--- src/rtl/mcycle_unit.sv ---
// mcycle_unit: iterative multiply/divide beside the ALU.
// Shift-add multiply, restoring divide, one bit per cycle.
module mcycle_unit #(
  parameter int WIDTH = 32
) (
  input  logic             CLK,
  input  logic             RESETn,
  input  logic             Start,
  input  logic [1:0]       MCycleOp,
  input  logic [WIDTH-1:0] Operand1,
  input  logic [WIDTH-1:0] Operand2,
  output logic [WIDTH-1:0] Result1,
  output logic [WIDTH-1:0] Result2,
  output logic             Busy
);

  localparam int CW = (WIDTH > 1) ? $clog2(WIDTH) : 1;
  localparam logic [CW-1:0] LAST = CW'(WIDTH - 1);

  typedef enum logic [1:0] {
    IDLE,
    COMPUTING,
    DONE
  } state_t;

  state_t          state;
  logic [CW-1:0]   count;
  logic            isDiv;
  logic            divZero;
  logic            negQ;
  logic            negR;
  logic [WIDTH-1:0] hiReg;
  logic [WIDTH-1:0] loReg;
  logic [WIDTH-1:0] opB;
  logic [WIDTH-1:0] op1Raw;

  logic             sgnA;
  logic             sgnB;
  logic [WIDTH-1:0] magA;
  logic [WIDTH-1:0] magB;

  assign sgnA = ~MCycleOp[0] & Operand1[WIDTH-1];
  assign sgnB = ~MCycleOp[0] & Operand2[WIDTH-1];
  assign magA = sgnA ? (~Operand1 + 1'b1) : Operand1;
  assign magB = sgnB ? (~Operand2 + 1'b1) : Operand2;

  // multiply step: hiReg is the running upper half, loReg the multiplier
  logic [WIDTH:0]   mulSum;
  logic [WIDTH-1:0] mulHi;
  logic [WIDTH-1:0] mulLo;

  assign mulSum = {1'b0, hiReg}
                + {1'b0, (loReg[0] ? opB : {WIDTH{1'b0}})};
  assign mulHi  = mulSum[WIDTH:1];
  assign mulLo  = {mulSum[0], loReg[WIDTH-1:1]};

  // divide step: hiReg is the partial remainder, loReg shifts in quotient
  logic [WIDTH:0]   shifted;
  logic             ge;
  logic [WIDTH-1:0] divHi;
  logic [WIDTH-1:0] divLo;

  assign shifted = {hiReg, loReg[WIDTH-1]};
  assign ge      = (shifted >= {1'b0, opB});
  assign divHi   = ge ? (shifted[WIDTH-1:0] - opB)
                      : shifted[WIDTH-1:0];
  assign divLo   = {loReg[WIDTH-2:0], ge};

  logic [WIDTH-1:0] nextHi;
  logic [WIDTH-1:0] nextLo;

  assign nextHi = isDiv ? divHi : mulHi;
  assign nextLo = isDiv ? divLo : mulLo;

  logic [2*WIDTH-1:0] prod;
  logic [2*WIDTH-1:0] prodFix;
  logic [WIDTH-1:0]   quotFix;
  logic [WIDTH-1:0]   remFix;

  assign prod    = {nextHi, nextLo};
  assign prodFix = negQ ? (~prod + 1'b1) : prod;
  assign quotFix = negQ ? (~nextLo + 1'b1) : nextLo;
  assign remFix  = negR ? (~nextHi + 1'b1) : nextHi;

  assign Busy = (state == COMPUTING)
              | ((state == IDLE) & Start);

  always_ff @(posedge CLK or negedge RESETn) begin
    if (!RESETn) begin
      state   <= IDLE;
      count   <= '0;
      isDiv   <= 1'b0;
      divZero <= 1'b0;
      negQ    <= 1'b0;
      negR    <= 1'b0;
      hiReg   <= '0;
      loReg   <= '0;
      opB     <= '0;
      op1Raw  <= '0;
      Result1 <= '0;
      Result2 <= '0;
    end else begin
      unique case (state)
        IDLE: begin
          if (Start) begin
            state   <= COMPUTING;
            count   <= '0;
            isDiv   <= MCycleOp[1];
            divZero <= MCycleOp[1] & (Operand2 == '0);
            negQ    <= sgnA ^ sgnB;
            negR    <= sgnA;
            op1Raw  <= Operand1;
            hiReg   <= '0;
            loReg   <= MCycleOp[1] ? magA : magB;
            opB     <= MCycleOp[1] ? magB : magA;
          end
        end
        COMPUTING: begin
          hiReg <= nextHi;
          loReg <= nextLo;
          count <= count + 1'b1;
          if (count == LAST) begin
            state <= DONE;
            count <= '0;
            unique case (1'b1)
              !isDiv: begin
                Result1 <= prodFix[WIDTH-1:0];
                Result2 <= prodFix[2*WIDTH-1:WIDTH];
              end
              divZero: begin
                Result1 <= '1;
                Result2 <= op1Raw;
              end
              default: begin
                Result1 <= quotFix;
                Result2 <= remFix;
              end
            endcase
          end
        end
        DONE: state <= IDLE;
        default: state <= IDLE;
      endcase
    end
  end

endmodule

--- config.mk ---
export PLATFORM = sky130hd
export DESIGN_NAME = mcycle_unit
export DESIGN_NICKNAME = d
export VERILOG_FILES = /design/src/rtl/mcycle_unit.sv
export SDC_FILE = /design/constraint.sdc
export NUM_CORES = 1
export LEC_CHECK = 0
export BUFFER_PORTS_ARGS = -buffer_cell sky130_fd_sc_hd__buf_2
export CORE_UTILIZATION = 29
export DETAILED_ROUTE_END_ITERATION = 10
export PLACE_DENSITY = 0.4
export SLEW_MARGIN = 10
export SYNTH_ARGS = -nofsm -noshare
export SYNTH_HDL_FRONTEND = slang
export SYNTH_SLANG_ARGS = --single-unit
--- constraint.sdc ---
create_clock -name CLK -period 7.3 [get_ports CLK]
set_clock_uncertainty 0.05 [all_clocks]
set_input_delay 1.095 -clock CLK [delete_from_list [all_inputs] [get_ports CLK]]
set_output_delay 1.095 -clock CLK [all_outputs]
set_load 0.01 [all_outputs]
# --- After elaboration in Yosys (flattened, before gate mapping) ---
# Index checks and enable logic that the tools add are counted.
word_totals:
  wordCells: 68
  register_bits: 203
op_classes:
  bitwise_logic: 12
  n_reduce_logical: 8
  n_eq_ne: 4
  n_lt_le_gt_ge: 1
  n_mux: 23
  n_addsub: 8
ops:
  columns: ["cell", "n"]
  rows:
  - ["$mux 32", 12]
  - ["$pmux 32 s2", 4]
  - ["$add 32x1->32 const B", 4]
  - ["$not 32->32", 4]
  - ["$add 64x1->64 const B", 1]
  - ["$mux 64", 1]
  - ["$not 64->64", 1]
  - ["$add 32x32->33", 1]
  - ["$ge 33x32->1", 1]
  - ["$logic_not 32->1", 1]
  - ["$sub 32x32->32", 1]
  - ["$mux 5", 2]
  - ["$pmux 5 s2", 1]
  - ["$reduce_and 2->1", 4]
  - ["$add 5x1->5 const B", 1]
  - ["$eq 5x5->1 const B", 1]
  - ["$and 1x1->1", 4]
  - ["$mux 2", 2]
  - ["$pmux 2 s2", 1]
  - ["$eq 2x1->1 const B", 1]
  - ["$logic_not 2->1", 1]
  - ["$ne 2x1->1 const B", 1]
  - ["$ne 2x2->1 const B", 1]
  - ["$reduce_bool 2->1", 1]
  - ["other kinds (4)", 4]

# --- Longest topological paths before layout ---
depth:
  depth_word: 7
  mapped_depth: 22
  depth_no_buf: 19

# --- Worst setup path after synthesis ---
# Ideal clock, no wire load.
synth_path:
  path_kind: "register to register"
  startpoint: "register hiReg[23]"
  endpoint: "register Result2[26]"
  path_slack_ns: 2.637
  path_stages_with_launch: 21
  setup_ns: 0.119
  arrival_time_ns: 4.494
  path_buffers: 2
  cell_sequence: "dfrtp_1 > ha_1 > buf_6 > a21oi_4 > o21ai_2 > a311o_1 > o31ai_4 > a41o_1 > clkbuf_1 > ha_1 > o211ai_1 > nand2b_1 > nor2_1 > nand2_1 > or2_2 > nor2_1 > nand4_1 > o41ai_2 > xor2_1 > o221ai_1 > o21a_1"
synth_between:
  elab_chain_cells: 7
synth_rtl:
  columns: ["item", "line_no", "rtl"]
  rows:
  - ["start, declared", "32", "logic [WIDTH-1:0] hiReg;"]
  - ["start signal, assigned", "119", "hiReg <= nextHi;"]
  - ["$sub 32x32->32 or $ge 33x32->1 (tied branches)", "65, 64", null]
  - ["$mux 32", "65", "assign divHi = ge ? (shifted[WIDTH-1:0] - opB)"]
  - ["$mux 32", "72", "assign nextHi = isDiv ? divHi : mulHi;"]
  - ["$not 64->64 or $not 32->32 (tied branches)", "81, 83", null]
  - ["$add 64x1->64 or $add 32x1->32 (tied branches)", "81, 83", null]
  - ["$mux 64 or $mux 32 (tied branches)", "81, 83", null]
  - ["$pmux 32 s2 (*)", "125", "unique case (1'b1)"]
  - ["end signal, assigned", "128", "Result2 <= prodFix[2*WIDTH-1:WIDTH];"]
  - ["end signal, assigned", "132", "Result2 <= op1Raw;"]
  - ["end signal, assigned", "136", "Result2 <= remFix;"]
  - ["end, declared", "13", "output logic [WIDTH-1:0] Result2,"]
# Every way passes the cells marked *; elsewhere a longest branch is shown, timed or not.
# A chain may end at the register's enable or synchronous reset.

# --- Worst setup path after layout ---
# Same ends and word-level chain as after synthesis.

==> impl_results.md <==
- Largest net degree at the start of global routing: 82
- TritonCTS clock tree: done
- Mapped Avg Cell Area: 7.937 sq um
- All-Layer GR Usage: 25.58%
- Hold_sp: Result1[17]
- Vias in the first global route: 16940
- Seq cells post-synth: 203
- Crit-path cells: ha_1 > a21oi_4 > o21ai_2 > a311o_1 > o31ai_4 > a41o_1 > ha_1 > o211ai_1 > nand2b_1 > nor2_1 > nand2_1 > or2_2 > nor2_1 > nand4_1 > o41ai_2 > xor2_1 > o221ai_1 > o21a_1
- Synth area leader: dfrtp_1
- Max-slew violation count: 0
- Postcts setup bufs: 0
- Cts hold-fix bufs: 0
- Yosys top cell area share: 28.78%
- Max-cap violations: 0
- Crit Reg-Reg Endpoint: Result2[26]
- Multi-input logic area: 11690 sq um
- Final Cycle Share: 80.00%
- Delay-heaviest family, CP: compound AO/OA/AOI/OAI gates
- Port Buffers: 133
- Global Route met1 Usage: 34.98%
- Worst vdd ir: 0.2070 mV
- Vias per cell: 5.692
- CP max FO: 11
- Share of cells above drive strength 1: 13.28%
- GRT met3 Usage: 2.309%
- CTS H-tree depth: 1
- I/O pin count: 134
- # fillers: 6410
- CP max stage delay: 0.63 ns
- Detailed placement HPWL: 62890 um
- WP data arrival: 6.26 ns
- P per Cell Area: 612.6 nW/um^2
- Grt met2 use: 41.57%
- # setup viols final: 0
- Placed instance count: 3043
- Unrepaired setup endpoints after global routing: false
- Worst Path Required: 7.72 ns
- Clock sink total: 203
- Drt pass-1 iters: 5
- Reg2reg path depth: 18
- Num CTS Buffers: 26
- Initial antenna violation count: 9
- Busiest grt layer: met2
- Ant. Diodes: 0
- Hold Vio Cnt, Final: 0
- Die area: 61860 sq um
- Final min period: 5.840 ns
- Latest clock arrival within the worst-skew pair: 0.59 ns
- Root Buffer Master: clkbuf_16
- Syn nets: 2365
- Yosys warns: 0
- CP Capture Type: flip-flop
- Seq. cell area: 5084 sq um
- Net count, final: 2430
- Post-Route WL: 80990 um
- Clock Path Buffers: 3
- 1st-iter DRT viols: 1381
- Core footprint: 60250 sq um
- Post-CTS sizing: 0
- Final ANT Viol Nets: 0
- Post-synthesis async set-or-reset flop share: 100.0%
- Starting Density: 29.30%
- Rel. slew slack: 21.89%
- Worst path slowest cell: o31ai_4
- Main synth FF type: dfrtp_1
- Final cell count without fillers: 3087
- Worst Hold Endpoint: Result1[17]
- Remaining global-route overflow: 0
- Site row count: 90
- Die height: 248.7 um
- Status: complete, no violations
- Area Overhead vs Synth: 12.86%
- CP Class: reg -> reg
- Setup_tns: 0 ns
- Max Clk Rate: 171.2 MHz
- DRC: 0
- Buffers & Inverters on Critical Path: 0
- Placer Congestion: 0.9360
- R2R Path Start: hiReg[23]
- Hold Crit Class: reg -> reg
- Per-cell routed wire length: 26.23 um
- First-pass GRT wire length: 118100 um
- Clk slew on worst S/H paths: 0.06 ns
- EDFF count, synth: 0
- Register area share after synthesis: 28.78%
- Via Count: 17570
- Worst Setup Start Kind: flip-flop
- Largest cells by area after synthesis: dfrtp_1 (29%), xnor2_1 (6.0%), o21ai_0 (6.0%)
- P_leak: 8.258 nW
- Library cells used by synthesis: 101
- Hold path depth: 2
- Die width: 248.7 um
- Post-Syn Area: 17650 sq um
- R2R Setup Slk: 1.46 ns
- Cells after Synth: 2224
- Slew @ Worst Pin: 1.159 ns
through the flow:
step	util [%]	hold WS [ns]	cell area (sq um)	power, mW	setup WS, ns
after floorplan	-	0.3995	17650	7.676	2.637
after global placement	31.63	0.4099	19060	10.79	1.675
after detailed placement	31.63	0.4192	19060	10.76	1.583
after CTS	33.07	0.4321	19920	12.19	1.544
after global routing	33.07	0.4556	19920	12.96	1.036
final	33.07	0.4261	19920	12.20	1.460
layer usage:
| layer | vias up | routed length (um) |
|---|---|---|
| li1 | 8214 | - |
| met4 | 2 | 3642 |
| met2 | 563 | 37030 |
| met5 | - | 13 |
| met3 | 117 | 3889 |
| met1 | 8676 | 36410 |
worst reg2reg max path: stages, from the launching register on:
cell      delay (ns)
dfrtp_1         0.42
ha_1            0.48
a21oi_4         0.24
o21ai_2         0.11
a311o_1         0.41
o31ai_4         0.63
a41o_1          0.45
ha_1            0.24
o211ai_1        0.18
nand2b_1        0.31
nor2_1          0.18
nand2_1         0.15
or2_2           0.39
nor2_1          0.38
nand4_1         0.31
o41ai_2         0.38
xor2_1          0.17
o221ai_1        0.12
o21a_1          0.14
state kept, by name, indices dropped and copies added, names as in the netlist, 2 cells and up:
name     count
loReg       32
Result1     32
op1Raw      32
hiReg       32
state        2
Result2     32
opB         32
count        5
logic make-up (layout without fill, tap and decap cells):
group	after synthesis	count (layout)	share of synthesized area [%]
flip-flops	203	203	28.78
XOR/XNOR	176	176	8.733
buffers and inverters	222	303	5.132
adder cells (fa/ha/maj)	72	72	5.189
AND/OR/NAND/NOR	759	759	20.58
AO/OA/AOI/OAI	709	709	26.53
multiplexers	83	83	5.054
cell usage in the layout (no fill, tap or decap), types with 17 or more instances in the layout:
cell type | netlist | final
xnor2_1 | 121 | 121
ha_1 | 70 | 70
a21oi_1 | 184 | 184
or3_1 | 22 | 22
dfrtp_1 | 203 | 202
and2_1 | 37 | 37
nand3_1 | 43 | 43
nand2_1 | 280 | 279
buf_4 | 1 | 42
mux2_2 | 35 | 35
nor3_1 | 40 | 40
nor4_1 | 27 | 27
and3_1 | 17 | 17
mux2i_1 | 46 | 46
o21ai_0 | 211 | 211
a21o_1 | 23 | 23
nor2_1 | 178 | 177
nand2b_1 | 18 | 17
o221ai_1 | 35 | 35
o21a_1 | 20 | 20
nand4_1 | 24 | 24
clkbuf_16 | 0 | 26
inv_1 | 84 | 84
buf_2 | 19 | 131
a31oi_1 | 19 | 19
xor2_1 | 55 | 55
o31ai_1 | 24 | 24
synth_stat cells (15+ instances only):
master,number
a21o_1,23
or3_1,22
nand2_1,280
o221ai_1,35
clkbuf_1,103
buf_2,19
a221oi_1,15
o21ai_0,211
nor3_1,40
and2_1,37
mux2i_1,46
and3_1,17
o31ai_1,24
xor2_1,55
nor4_1,27
nand2b_1,18
ha_1,70
o211ai_1,16
a21oi_1,184
mux2_2,35
dfrtp_1,203
inv_1,84
o21a_1,20
a22o_1,16
nand3_1,43
nor2_1,178
nand4_1,24
a31oi_1,19
xnor2_1,121
final cells by class:
| class | instances | share of cell area [%] |
|---|---|---|
| Clock buffer | 35 | 3.737 |
| Clock inverter | 9 | 0.6029 |
| Inverter | 85 | 1.602 |
| Multi-Input combinational cell | 1799 | 58.68 |
| Sequential cell | 203 | 25.52 |
| Tap cell | 782 | 4.911 |
| Timing Repair Buffer | 174 | 4.949 |
worst max path at each step:
stage                    from           to  slack, ns  depth (start not counted)
floorplan           hiReg[23]  Result2[26]       2.64                         20
global placement    hiReg[23]  Result2[26]       1.68                         18
detailed placement  hiReg[23]  Result2[26]       1.58                         18
CTS                 hiReg[23]  Result2[26]       1.54                         18
global route        hiReg[19]  Result2[22]       1.04                         18
finish              hiReg[23]  Result2[26]       1.46                         18
power by group:
part           leakage, nW  internal (mW)  switching (mW)
sequential            2.47           1.53           0.509
clock                0.430          0.782           0.582
combinational         5.36           3.10            5.69
Note: power is estimated with default switching activity, not from simulation.
